[config.mk]
export PLATFORM = sky130hd
export DESIGN_NAME = instr_loader
export DESIGN_NICKNAME = d
export VERILOG_FILES = /design/src/rtl/instr_loader.sv
export SDC_FILE = /design/constraint.sdc
export NUM_CORES = 1
export LEC_CHECK = 0
export ABC_AREA = 1
export CORE_MARGIN = 4
export CORE_UTILIZATION = 45
export DETAILED_ROUTE_END_ITERATION = 8
export GPL_TIMING_DRIVEN = 0
export PLACE_DENSITY = 0.75
export RECOVER_POWER = 25
export SLEW_MARGIN = 10
export SYNTH_ARGS = -nofsm -noshare
export SYNTH_HDL_FRONTEND = slang
export SYNTH_SLANG_ARGS = --single-unit
[constraint.sdc]
create_clock -name CLK -period 2.05 [get_ports CLK]
set_input_delay 0.615 -clock CLK [delete_from_list [all_inputs] [get_ports CLK]]
set_output_delay 0.615 -clock CLK [all_outputs]
set_load 0.005 [all_outputs]
[src/rtl/instr_loader.sv]
// instr_loader: serial 9-bit instruction deserialiser with a small FIFO that issues
// words to the cpu core while it signals ready. Optional macro: LOADER_PARITY_EN.
`default_nettype none

module instr_loader #(
  parameter int DEPTH = 4,
  parameter int AW    = 2
) (
  input  logic          CLK,
  input  logic          RESET_N,
  input  logic          SER_IN,
  input  logic          SER_VALID,
  input  logic          FRAME_SYNC,
  input  logic          CPU_READY,
  output logic [8:0]    INSTRUCTION,
  output logic          write_en,
  output logic [AW:0]   FIFO_COUNT,
  output logic          FULL,
  output logic          OVERFLOW,
  output logic          PAR_ERR
);

  typedef enum logic {RX_IDLE = 1'b0, RX_SHIFT = 1'b1} rx_state_t;

`ifdef LOADER_PARITY_EN
  localparam logic [3:0] c_LAST_CNT = 4'd9;
`else
  localparam logic [3:0] c_LAST_CNT = 4'd8;
`endif
  localparam logic [AW:0] c_DEPTH = (AW+1)'(DEPTH);

  rx_state_t   r_state;
  logic [3:0]  r_bit_cnt;
  logic [8:0]  r_shreg;
  logic [8:0]  r_mem [DEPTH];
  logic [AW-1:0] r_head;
  logic [AW-1:0] r_tail;
  logic [AW:0] r_count;
  logic        r_full;
  logic        r_ovf;
  logic [8:0]  r_instr;
  logic        r_we;

  logic        w_last;
  logic [8:0]  w_word;
  logic        w_par_ok;
  logic        w_push_req;
  logic        w_push;
  logic        w_pop;
  logic [AW:0] w_count_nxt;

  // Counter holds the number of bits already received, so the frame ends on the bit
  // that arrives while it equals c_LAST_CNT.
  assign w_last = (r_state == RX_SHIFT) && SER_VALID && !FRAME_SYNC &&
                  (r_bit_cnt == c_LAST_CNT);

`ifdef LOADER_PARITY_EN
  assign w_word   = r_shreg;
  assign w_par_ok = ^{r_shreg, SER_IN};
`else
  assign w_word   = {r_shreg[7:0], SER_IN};
  assign w_par_ok = 1'b1;
`endif

  assign w_pop      = (r_count != '0) && CPU_READY;
  assign w_push_req = w_last && w_par_ok;
  assign w_push     = w_push_req && (!r_full || w_pop);

  always_comb begin
    w_count_nxt = r_count;
    case ({w_push, w_pop})
      2'b10:   w_count_nxt = r_count + 1'b1;
      2'b01:   w_count_nxt = r_count - 1'b1;
      default: w_count_nxt = r_count;
    endcase
  end

  always_ff @(posedge CLK or negedge RESET_N) begin
    if (!RESET_N) begin
      r_state   <= RX_IDLE;
      r_bit_cnt <= '0;
      r_shreg   <= '0;
    end else if (FRAME_SYNC) begin
      r_state   <= RX_IDLE;
      r_bit_cnt <= '0;
      r_shreg   <= '0;
    end else if (SER_VALID) begin
      r_shreg <= {r_shreg[7:0], SER_IN};
      if (r_state == RX_IDLE) begin
        r_state   <= RX_SHIFT;
        r_bit_cnt <= 4'd1;
      end else if (w_last) begin
        r_state   <= RX_IDLE;
        r_bit_cnt <= '0;
      end else begin
        r_bit_cnt <= r_bit_cnt + 4'd1;
      end
    end
  end

  // Storage has no reset; contents are only observed through valid pointers.
  always_ff @(posedge CLK) begin
    if (w_push) r_mem[r_tail] <= w_word;
  end

  always_ff @(posedge CLK or negedge RESET_N) begin
    if (!RESET_N) begin
      r_head  <= '0;
      r_tail  <= '0;
      r_count <= '0;
      r_full  <= 1'b0;
      r_ovf   <= 1'b0;
      r_instr <= '0;
      r_we    <= 1'b0;
    end else begin
      r_count <= w_count_nxt;
      r_full  <= (w_count_nxt == c_DEPTH);
      if (w_push) r_tail <= r_tail + AW'(1);
      if (w_push_req && r_full && !w_pop) r_ovf <= 1'b1;
      if (w_pop) begin
        r_instr <= r_mem[r_head];
        r_head  <= r_head + AW'(1);
        r_we    <= 1'b1;
      end else begin
        r_we    <= 1'b0;
      end
    end
  end

`ifdef LOADER_PARITY_EN
  logic r_par_err;

  always_ff @(posedge CLK or negedge RESET_N) begin
    if (!RESET_N)               r_par_err <= 1'b0;
    else if (w_last && !w_par_ok) r_par_err <= 1'b1;
  end

  assign PAR_ERR = r_par_err;
`else
  assign PAR_ERR = 1'b0;
`endif

  assign INSTRUCTION = r_instr;
  assign write_en    = r_we;
  assign FIFO_COUNT  = r_count;
  assign FULL        = r_full;
  assign OVERFLOW    = r_ovf;

endmodule

`default_nettype wire

# == Word level (Yosys, flattened, before mapping) ==
# Memory sizes are Yosys's and may differ from the RTL's. A register that Yosys moved wholly into a read port is not among the register bits.
# Cells that the tools add are included.
# totals
regBits,23
latchBits,0
ramBits,36
rom_bits,0
word_cells,47
n_memories,1
# mem_list
name,words,width,read_ports,rd_ports_with_merged_regs,write_ports,line_no,source
r_mem,4,9,1,1,1,35,logic [8:0] r_mem [DEPTH];
# classes
n_addsub,5
n_mul,0
div_mod_pow,0
magnitude_cmp,0
n_eq_ne,4
shifts,0
mux,14
bitwise,0
n_reduce_logical,14
# op_table
operator,n
$mux W4,4
$mux W8,2
$logic_and A1 B1 Y1,7
$mux W1,7
$pmux W3 S2,1
$add A2 B1 Y2 const B,2
$add A4 B1 Y4 const B,1
$eq A4 B4 Y1 const B,1
$logic_not A1 Y1,4
$add A3 B1 Y3 const B,1
$eq A3 B3 Y1 const B,1
$reduce_bool A3 Y1,1
$sub A3 B1 Y3 const B,1
$eq A2 B1 Y1 const B,1
$eq A2 B2 Y1 const B,1
$reduce_bool A2 Y1,1
$logic_or A1 B1 Y1,1

# == Depth between registers and ports, before layout ==
# Gate-level depths: netlist of run 1.
# depth
depth_word,7
mapped_depth,14
ltp_nobuf,14

# == Worst setup path before layout of run 1 ==
# Ideal clock, no wire load.
# synth_path
kind,register to register
start,register r_bit_cnt[0]
end,"register r_full, in the netlist FULL"
setup_ps,77
arrival_time_ps,2018
required_ps,1973
slack_ps,-46
path_stages_with_launch,15
path_buffers,0
period_less_slack_ps,2096
cell_sequence,dfrtp_1 inv_1 ha_1 nand2_1 nor2_4 nand2_4 inv_4 nand2_4 ha_1 inv_1 fa_1 or2_1 nand3_1 nand2_1 a21oi_1
# synth_between
elab_chain_len,6
# synth_lines
element,line_no,source
"start, declared",33,logic [3:0] r_bit_cnt;
"start signal, assigned",96,r_bit_cnt <= r_bit_cnt + 4'd1;
$eq A4 B4 Y1 (*),55,(r_bit_cnt == c_LAST_CNT);
$logic_and A1 B1 Y1 (*),54,assign w_last = (r_state == RX_SHIFT) && SER_VALID && !FRAME_SYNC &&
$logic_and A1 B1 Y1 (*),67,assign w_push = w_push_req && (!r_full || w_pop);
$eq A2 B1 Y1 / $eq A2 B2 Y1 (equally long branches),71,"case ({w_push, w_pop})"
$pmux W3 S2 (*),71,
$eq A3 B3 Y1 (*),117,r_full <= (w_count_nxt == c_DEPTH);
"end signal, assigned",117,
"end, declared",39,logic r_full;
# Every way passes the cells marked *; elsewhere a longest branch is shown, timed or not.
# A chain may end at the register's enable or synchronous reset.

# == Worst setup path in the final report of run 1 ==
# Same ends and word-level chain as after synthesis.

==> results of run 1 <==
-- per-layer routing --
metal	global-route usage	wire [um]
met3	0.0447	282
met2	0.249	2660
met5	0	0
met1	0.215	2410
met4	0.0701	93
-- cell type report --
type                    instances  area [um2]  area share
clock inverters                 5        52.6      0.0150
flip-flops and latches         68        1880       0.535
multi-input cells             147         885       0.252
clock buffers                  11         141      0.0402
repair buffers                 31         274      0.0780
well taps                      75        93.8      0.0267
inverters                      31         121      0.0345
plain buffers                   7        65.1      0.0185
-- cells in the mapped netlist (2+ instances only) --
| library cell | number |
|---|---|
| nand3_1 | 7 |
| edfxtp_1 | 36 |
| dfrtp_1 | 32 |
| inv_1 | 26 |
| nor2_4 | 3 |
| nand2_4 | 2 |
| nand2_2 | 6 |
| nor2_1 | 23 |
| o22ai_1 | 15 |
| nand2_1 | 42 |
| o21ai_0 | 22 |
| nand4_1 | 2 |
| buf_4 | 3 |
| nor2_2 | 5 |
| ha_1 | 7 |
| buf_6 | 3 |
| inv_2 | 4 |
-- flip-flops by register name (all words and copies together), names as in the netlist --
register     count
r_shreg          8
r_head           2
INSTRUCTION      9
r_bit_cnt        4
write_en         1
r_mem           36
r_tail           2
FULL             1
FIFO_COUNT       3
OVERFLOW         1
r_state          1
-- worst register-to-register path: cells and delay by family (launching register included) --
family,cells,cell delay (ps)
compound gates,2,90
buf+inv,3,190
fa+ha+maj,3,760
flops,1,400
simple gates,6,460
-- cell families (layout without fill, tap and decap cells) --
logic type,Yosys count,in the layout
and+or+nand+nor,94,94
DFF,68,68
AOI/OAI and AO/OA,41,41
buffers and inverters,38,85
adders and majority gates,8,8
xor gates and xnor gates,3,3
other,1,1
-- power by group through the flow --
stage	clock network, mW	logic (mW)	registers, mW
after floorplan	0	0.711	1.72
after global placement	0	1.18	1.71
after detailed placement	0	1.20	1.72
after CTS	1.10	1.26	1.70
after global routing	1.17	1.48	1.72
final	1.08	1.32	1.70
-- worst paths after layout --
| kind | start | end | slack, ps | cells after the start |
|---|---|---|---|---|
| setup / recovery | r_bit_cnt[0] | FULL | 60 | 14 |
| hold / removal | RESET_N | INSTRUCTION[1] | 360 | 1 |
| setup reg to reg | r_bit_cnt[0] | FULL | 60 | 14 |
| hold reg to reg | INSTRUCTION[6] | INSTRUCTION[6] | 480 | 2 |
| max in group asynchronous | RESET_N | r_bit_cnt[3] | 1160 | 1 |
| min in group CLK | INSTRUCTION[6] | INSTRUCTION[6] | 480 | 2 |
-- per-stage QoR --
stage                     hold slack [ps]  power, mW  instance area [um2]
after floorplan                       319       2.43                 2910
after detailed placement              465       2.92                 3200
after CTS                             350       4.06                 3470
final                                 359       4.10                 3510
after global placement                461       2.89                 3210
after global routing                  430       4.36                 3510
-- what timing repair did --
item | 4_1_cts | 5_1_grt
resized for setup | 10 | 7
buffers inserted | 8 | 3
pin swaps | 7 | 7
setup endpoints to repair | 39 | 2
==> flow_metrics.tcl, run 1 <==
set metrics [dict create \
    synth_area_per_cell_um2 11.4 \
    synth_edf_count 36 \
    wl_per_cell_um 14.5 \
    power_switching_mw 1.29 \
    most-common-layout-cells "nand2_1 (38), edfxtp_1 (36), dfrtp_1 (32)" \
    cts-root-buf "clkbuf_8" \
    synth-simple-area-share 0.159 \
    dp_cells 348 \
    max_slew_margin 0.445 \
    drt_iter0_markers 180 \
    worstPathArrival_ps 2210 \
    tightest_slew_ps 832 \
    tns_ps 0 \
    post-route-util 0.577 \
    synth_mux_area_frac 0 \
    die_h_um 88.2 \
    clock_latency_ps 340 \
    yosys.area_share.adder 0.0371 \
    antenna_found_initial 0 \
    yosys_warnings 0 \
    die_area_um2 7780 \
    syn-num-nets 267 \
    wirelength_um 5450 \
    cts_made_buffers 9 \
    skew_ps 11.9 \
    yosysTopAreaCell "edfxtp_1" \
    syn-cell-area_um2 2900 \
    synth_top_family_by_area "simple AND/OR/NAND/NOR gates" \
    critPathMaxFanout 2 \
    critPathMaxStageDelay_ps 430 \
    worst_setup_path_end_kind "flop" \
    grt_pass1_vias 1862 \
    htree_levels 3 \
    leakagePower_nw 1.48 \
    dp_hpwl_um 3340 \
    crit_type "flop to flop" \
    hold_class "primary input to asynchronous set/reset pin" \
    rsz0062_at_grt "true" \
    finalCritPeriodShare 0.969 \
    final.setup.worst_slack_ps 64.1 \
    async_flop_share 0.471 \
    cp.required_ps 2280 \
    ys.flop_type "edfxtp_1" \
    core_area_um2 6100 \
    grt_max_degree 33 \
    area_delta_synth_final_pct 21.3 \
    portBuffers 20 \
    setup_viol 0 \
    fin_crit_ps 1990 \
    cellPowerDensity_nw_per_um2 1170 \
    grt_pass1_wl_um 9200 \
    num_vias 1855 \
    layout.cells.non_filler 375 \
    synth.area.top_cells "edfxtp_1 (37%), dfrtp_1 (28%), nand2_1 (5.4%), o21ai_0 (3.8%), inv_1 (3.4%)" \
    synthXorXnorAreaFrac 0.0117 \
    cp_top_family "adder cells" \
    ys_types 32 \
    hold_viol 0 \
    core.rowCount 28 \
    fmaxAchievable_mhz 504 \
    first_pass_iters 4 \
    layout_commonest_cell "nand2_1" \
    drc 0 \
    sw_frac_of_total 0.316 \
    pre_cts_ws_ps -690 \
    status "finished, final reports clean" \
    seqPwrFrac 0.414 \
    gp_congestion 0.768 \
    cts.clk_slew.worst_paths_ps 80 \
    clock_power_share 0.264 \
    grt_use_total 0.161 \
    p_comb_frac 0.322 \
    pin_count 22 \
    final_layout_size_suffix_gt1_frac 0.233 \
    start_util 0.475 \
    fillers 530 \
    synthCells 253 \
    antenna_left 0 \
    fin_nets 309 \
    drv_cap 0 \
    cp.buffers_inverters 3 \
    synth_compound_area_frac 0.0790 \
    antenna_cells 0 \
    cts_tree "done" \
    clk_path_buf_depth 2 \
    gr-total-overflow 0 \
    worstPathCellList "inv_1, ha_2, nand2_2, nor2_4, nand2_4, inv_4, nand2_4, ha_4, inv_4, fa_2, nand2_2, o21ai_2, nand2_1, a21oi_2" \
    final_max_slew_viol_count 0 \
    fp.dieW_um 88.2 \
    cp_slowest_cell "fa_2" \
    yosysTopAreaCellShare 0.373 \
    cts_hold_buf 0 \
    synth_seq_area_share 0.650 \
    via_per_inst 4.95 \
    ir_drop_uv 658 \
    cp-start-kind "flop" \
    cts_sinks 68 \
    p_int_mw 2.80 \
    ys_seq_elements 68 \
]
Note: power is estimated with default switching activity, not from simulation.
==> run 2: changes to the inputs <==
- CORE_UTILIZATION: 45 -> 35
- PLACE_DENSITY: 0.75 -> 0.63
==> run 2 against run 1 <==
Compared with the run above: combinational power hardly changed; non-clock buffer count is 1 higher; flip-flop and latch count stayed put; setup slack better by 18 ps; die area is 26% higher; maximum frequency is 0.91% higher; hold slack better by 13 ps; register-to-register slack better by 30 ps; clock-buffer cell count is 1 higher; sequential power hardly changed; sequential share of layout area is 0.92 points lower; critical path depth is 2 lower.
==> flow_metrics.tcl, run 2 (same netlist as run 1, synthesis figures left out) <==
set metrics [dict create \
    cp-start-kind "primary input" \
    grt_pass1_wl_um 9200 \
    regArea_um2 1880 \
    reg2reg_setup_slack_ps 90 \
    fin_nets 310 \
    antenna_found_initial 0 \
    antenna_cells 0 \
    gr-total-overflow 0 \
    cp.required_ps 2320 \
    wirelength_um 5330 \
    multiInputGateArea_um2 892 \
    clock_latency_ps 340 \
    skew_ps 10.9 \
    drt_iter0_markers 108 \
    most-common-layout-cells "nand2_1 (39), edfxtp_1 (36), dfrtp_1 (32)" \
    via_per_inst 4.54 \
    rr_worst_depth 14 \
    max_slew_margin 0.439 \
    cp_top_family "adder cells" \
    cp.buffers_inverters 3 \
    tns_ps 0 \
    worst_setup_path_end_kind "flop" \
    cts_made_buffers 9 \
    die_area_um2 9800 \
    cts_sinks 68 \
    tightest_slew_ps 842 \
    cts_tree "done" \
    setup_viol 0 \
    rsz0062_at_grt "false" \
    cts-root-buf "clkbuf_8" \
    cts.clk_slew.worst_paths_ps 80 \
    grt_pass1_vias 1949 \
    status "finished, final reports clean" \
    die_h_um 99.0 \
    wl_per_cell_um 13.2 \
    num_vias 1831 \
    layout_commonest_cell "nand2_1" \
    grt_max_degree 33 \
    grt_use_total 0.121 \
    reg2reg_from "r_bit_cnt[0]" \
    critPathMaxStageDelay_ps 540 \
    fillers 723 \
    cp_slowest_cell "fa_2" \
    critPathMaxFanout 3 \
    drv_cap 0 \
    htree_levels 3 \
    post-route-util 0.453 \
    dp_hpwl_um 3400 \
    worstPathArrival_ps 2240 \
    final_layout_size_suffix_gt1_frac 0.239 \
    fmaxAchievable_mhz 508 \
    leakagePower_nw 1.49 \
    core_area_um2 7890 \
    hold_class "primary input to asynchronous set/reset pin" \
    power.total_mw 4.08 \
    final_max_slew_viol_count 0 \
    drc 0 \
    r2r-end "FULL" \
    portBuffers 20 \
    clk_path_buf_depth 2 \
    fin_crit_ps 1970 \
    largest-register "r_mem" \
    dp_cells 375 \
    core.rowCount 32 \
    finalCritPeriodShare 0.960 \
    largest_reg_flops 36 \
    cellPowerDensity_nw_per_um2 1140 \
    crit_type "primary input to flop" \
    first_pass_iters 4 \
    layout.cells.non_filler 403 \
    whs_ps 372 \
    worstPathCellList "dlygate4sd2_1, nor2_4, nand2_4, inv_4, nand2_4, ha_4, inv_4, fa_2, nand2_2, o21ai_2, nand2_1, a21oi_2" \
    gp_congestion 0.768 \
    antenna_left 0 \
    hold_viol 0 \
    fp.dieW_um 99.0 \
    start_util 0.367 \
    pin_count 22 \
    ir_drop_uv 415 \
    area_delta_synth_final_pct 23.5 \
]
[run 2: cell count changes in the layout (fill, tap and decap cells not counted), moves of 2 or more]
cell / before / now
clkbuf_16: 0 / 2
clkinv_2: 3 / 1
nand2_2: 8 / 6
inv_1: 24 / 21
inv_2: 5 / 8
[run 2: cell type report]
type	instances	share of cell area
Clock inverter	4	0.00805
Inverter	31	0.0339
Sequential cell	68	0.526
Multi-Input combinational cell	147	0.249
Timing Repair Buffer	32	0.0787
Tap cell	102	0.0357
Buffer	7	0.0182
Clock buffer	12	0.0497
[run 2: repair_timing]
action	CTS	global route
hold buffers	0	0
endpoints found under the setup margin	39	23
cloned	0	0
pin swaps	6	8
resized for setup	9	11
setup buffers	8	4
[run 2: per-stage QoR]
stage / cell area, um2 / setup slack (ps)
4_1_cts: 3510 / 7.49
3_5_place_dp: 3230 / -696
2_1_floorplan: 2910 / 14.7
5_1_grt: 3580 / 2.47
3_3_place_gp: 3240 / -664
6_report: 3580 / 82.1
[run 2: power by group]
part           switching, mW  total [mW]  internal, mW
clock                  0.503        1.09         0.587
sequential             0.105        1.70          1.59
combinational          0.679        1.30         0.619
[run 2: worst max path at each step]
stage | slack, ps | cells past startpoint | from | end
finish | 80 | 12 | FRAME_SYNC | FULL
global route | 2 | 14 | r_bit_cnt[1] | FULL
CTS | 7 | 14 | r_bit_cnt[0] | FULL
detailed placement | -700 | 13 | SER_VALID | FULL
global placement | -660 | 13 | SER_VALID | FULL
floorplan | 10 | 14 | r_bit_cnt[0] | FULL
[run 2: worst reg2reg max path, cell delays in order (launching register included)]
cell and delay (ps):
dfrtp_1 410, inv_2 80, ha_4 130, nand2_4 40, nor2_4 110, nand2_4 60
inv_4 60, nand2_4 50, ha_4 160, inv_4 50, fa_2 440, nand2_2 70
o21ai_2 50, nand2_1 90, a21oi_2 40
[run 2: per-layer routing]
metal | part of all wire | track usage | vias to the layer above
met2 | 0.48 | 0.194 | 44
met5 | 0 | 0 | -
met3 | 0.056 | 0.0439 | 6
met1 | 0.45 | 0.150 | 855
met4 | 0.013 | 0.0473 | 0
li1 | - | - | 926
==> run 3: changes to the inputs <==
- ABC_AREA: 1 -> default
- CELL_PAD_IN_SITES_DETAIL_PLACEMENT: default -> 1
- CELL_PAD_IN_SITES_GLOBAL_PLACEMENT: default -> 1
- PLACE_DENSITY: 0.63 -> 0.72
- SKIP_CTS_REPAIR_TIMING: default -> 1
==> run 3 against run 2 <==
Compared with the run above: the run now ends with negative setup slack left; first-iteration DRC count down 40%; clock skew is 1.9 ps lower; maximum frequency is 14% lower; global-route usage is 0.14 points lower; sequential share of layout area increased by 1.4 points.
==> flow_metrics.tcl, run 3 <==
set metrics [dict create \
    gr-total-overflow 0 \
    core_area_um2 7770 \
    layout.cells.non_filler 337 \
    core.rowCount 32 \
    multiInputGateArea_um2 910 \
    final_max_slew_viol_count 0 \
    antenna_found_initial 0 \
    largest-register "r_mem" \
    ys_top_cells_by_count "edfxtp_1 (36), nand2_1 (33), dfrtp_1 (32), nor2_1 (12)" \
    fmaxAchievable_mhz 438 \
    rr_worst_depth 9 \
    met1_length_um 2360 \
    grt_use_total 0.120 \
    worst_setup_path_end_kind "flop" \
    dr_wl_met2_um 2650 \
    tightest_slew_ps 863 \
    worstPathArrival_ps 2530 \
    via_per_inst 4.72 \
    rsz0062_at_grt "true" \
    cts-root-buf "clkbuf_8" \
    clk_path_buf_depth 2 \
    setup_viol 2 \
    wl_per_cell_um 15.7 \
    grt_pass1_vias 1690 \
    portBuffers 19 \
    synth_area_per_cell_um2 14.7 \
    fillers 815 \
    syn-cell-area_um2 2800 \
    ys_seq_elements 68 \
    cts_made_buffers 9 \
    cts_tree "done" \
    cts_sinks 68 \
    drv_cap 0 \
    finalCritPeriodShare 1.11 \
    dp_cells 311 \
    clock_power_share 0.290 \
    async_flop_share 0.471 \
    die_area_um2 9490 \
    drc 0 \
    clock_latency_ps 340 \
    p_comb_frac 0.289 \
    fin_crit_ps 2280 \
    maxUsedRoutingLayer "met4" \
    most-common-layout-cells "edfxtp_1 (36), nand2_1 (33), dfrtp_1 (30)" \
    fp.dieW_um 97.4 \
    power_switching_mw 1.13 \
    place_area_um2 3140 \
    synth_seq_area_share 0.673 \
    synth_edf_count 36 \
    ir_drop_uv 594 \
    cellPowerDensity_nw_per_um2 1170 \
    leakagePower_nw 1.43 \
    yosys_warnings 0 \
    yosysTopAreaCell "edfxtp_1" \
    power.total_mw 4.07 \
    antenna_cells 0 \
    yosysTopAreaCellShare 0.386 \
    max_slew_margin 0.425 \
    antenna_left 0 \
    skew_ps 9.01 \
    regArea_um2 1880 \
    sw_frac_of_total 0.278 \
    drt_iter0_markers 65 \
    syn-num-nets 204 \
    layout_commonest_cell "edfxtp_1" \
    hold_viol 0 \
    cp-start-kind "flop" \
    die_h_um 97.4 \
    whs_ps 377 \
    area_delta_synth_final_pct 24.7 \
    final_cell_area_um2 3490 \
    largest_reg_flops 36 \
    final_layout_size_suffix_gt1_frac 0.277 \
    num_vias 1590 \
    synth.area.top_cells "edfxtp_1 (39%), dfrtp_1 (29%), mux4_2 (7.2%), nand2_1 (4.4%), mux2i_1 (3.2%)" \
    worstPathCellList "o31ai_4, a211oi_4, inv_2, ha_4, inv_2, fa_2, xor2_2, or3_4, a211oi_2" \
    grt_pass1_wl_um 8740 \
    critPathMaxStageDelay_ps 450 \
    synthCells 190 \
    pin_count 22 \
    gp_congestion 0.732 \
    fin_nets 244 \
    violations "negative setup slack" \
    wirelength_um 5300 \
    dp_hpwl_um 3510 \
    critPathMaxFanout 4 \
    cts.clk_slew.worst_paths_ps 80 \
    post-synth-top-count-cell "edfxtp_1" \
    cpMostUsedCell "inv_2" \
    status "finished with violations" \
    first_pass_iters 4 \
    p_int_mw 2.94 \
    htree_levels 3 \
    start_util 0.360 \
    crit_type "flop to flop" \
    tns_ps -293 \
    ys.flop_type "edfxtp_1" \
    cp.required_ps 2300 \
    seqPwrFrac 0.421 \
    ys_types 32 \
    final.setup.worst_slack_ps -233 \
    grt_max_degree 33 \
    hold_class "primary input to asynchronous set/reset pin" \
    met3WireLength_um 203 \
    cp_slowest_cell "dfrtp_2" \
]
[run 3: changes by cell type in the layout (fill, tap and decap cells not counted), moves of 6 or more]
cell	change
o21ai_0	-19
mux4_2	+9
mux2i_1	+9
o22ai_1	-15
nor2_1	-11
inv_1	-15
nand2_2	-6
nand2_1	-6
[run 3: cell type report]
type	count	area share
multi-input combinational	105	0.261
sequential	68	0.540
clock inverter	7	0.0262
clock buffer	9	0.0355
timing repair buffer	29	0.0760
buffer	8	0.0151
tap	102	0.0366
inverter	9	0.00968
[run 3: stage by stage]
stage | util | setup slack, ps
6_report | 0.449 | -233
5_1_grt | 0.449 | -317
4_1_cts | 0.431 | -645
3_5_place_dp | 0.404 | -991
3_3_place_gp | 0.404 | -938
2_1_floorplan | - | -213
[run 3: cell families after synthesis]
family,Yosys count,synth area share
compound gates,12,0.0376
xor+xnor,5,0.0157
fa+ha+maj,8,0.0385
buf+inv,17,0.0286
flops,68,0.673
mux,19,0.110
other cells,1,0.00134
simple gates,60,0.0957
[run 3: final timing paths]
check / from / end / slack (ps)
hold reg to reg: OVERFLOW / OVERFLOW / 480
max in group asynchronous: RESET_N / FIFO_COUNT[2] / 1080
hold / removal: RESET_N / INSTRUCTION[8] / 380
min in group CLK: OVERFLOW / OVERFLOW / 480
setup / recovery: FIFO_COUNT[2] / FULL / -230
setup reg to reg: FIFO_COUNT[2] / FULL / -230
[run 3: metal layers]
layer	vias up	GRT usage
met3	6	0.0388
met1	806	0.147
met5	-	0
li1	745	-
met2	33	0.196
met4	0	0.0490
[run 3: critical path, delay by kind of cell, from the launching register on]
kind | cells | cell delay, ps
buffers and inverters | 2 | 110
flip-flops | 1 | 450
XOR/XNOR | 1 | 160
adder cells (fa/ha/maj) | 2 | 470
AO/OA/AOI/OAI | 3 | 660
AND/OR/NAND/NOR | 1 | 340
[run 3: power groups by stage]
| stage | clock network (mW) | logic (mW) | registers (mW) |
|---|---|---|---|
| 2_1_floorplan | 0 | 0.597 | 1.73 |
| 3_3_place_gp | 0 | 0.988 | 1.73 |
| 3_5_place_dp | 0 | 1.02 | 1.74 |
| 4_1_cts | 1.22 | 1.03 | 1.71 |
| 5_1_grt | 1.28 | 1.31 | 1.74 |
| 6_report | 1.18 | 1.18 | 1.71 |
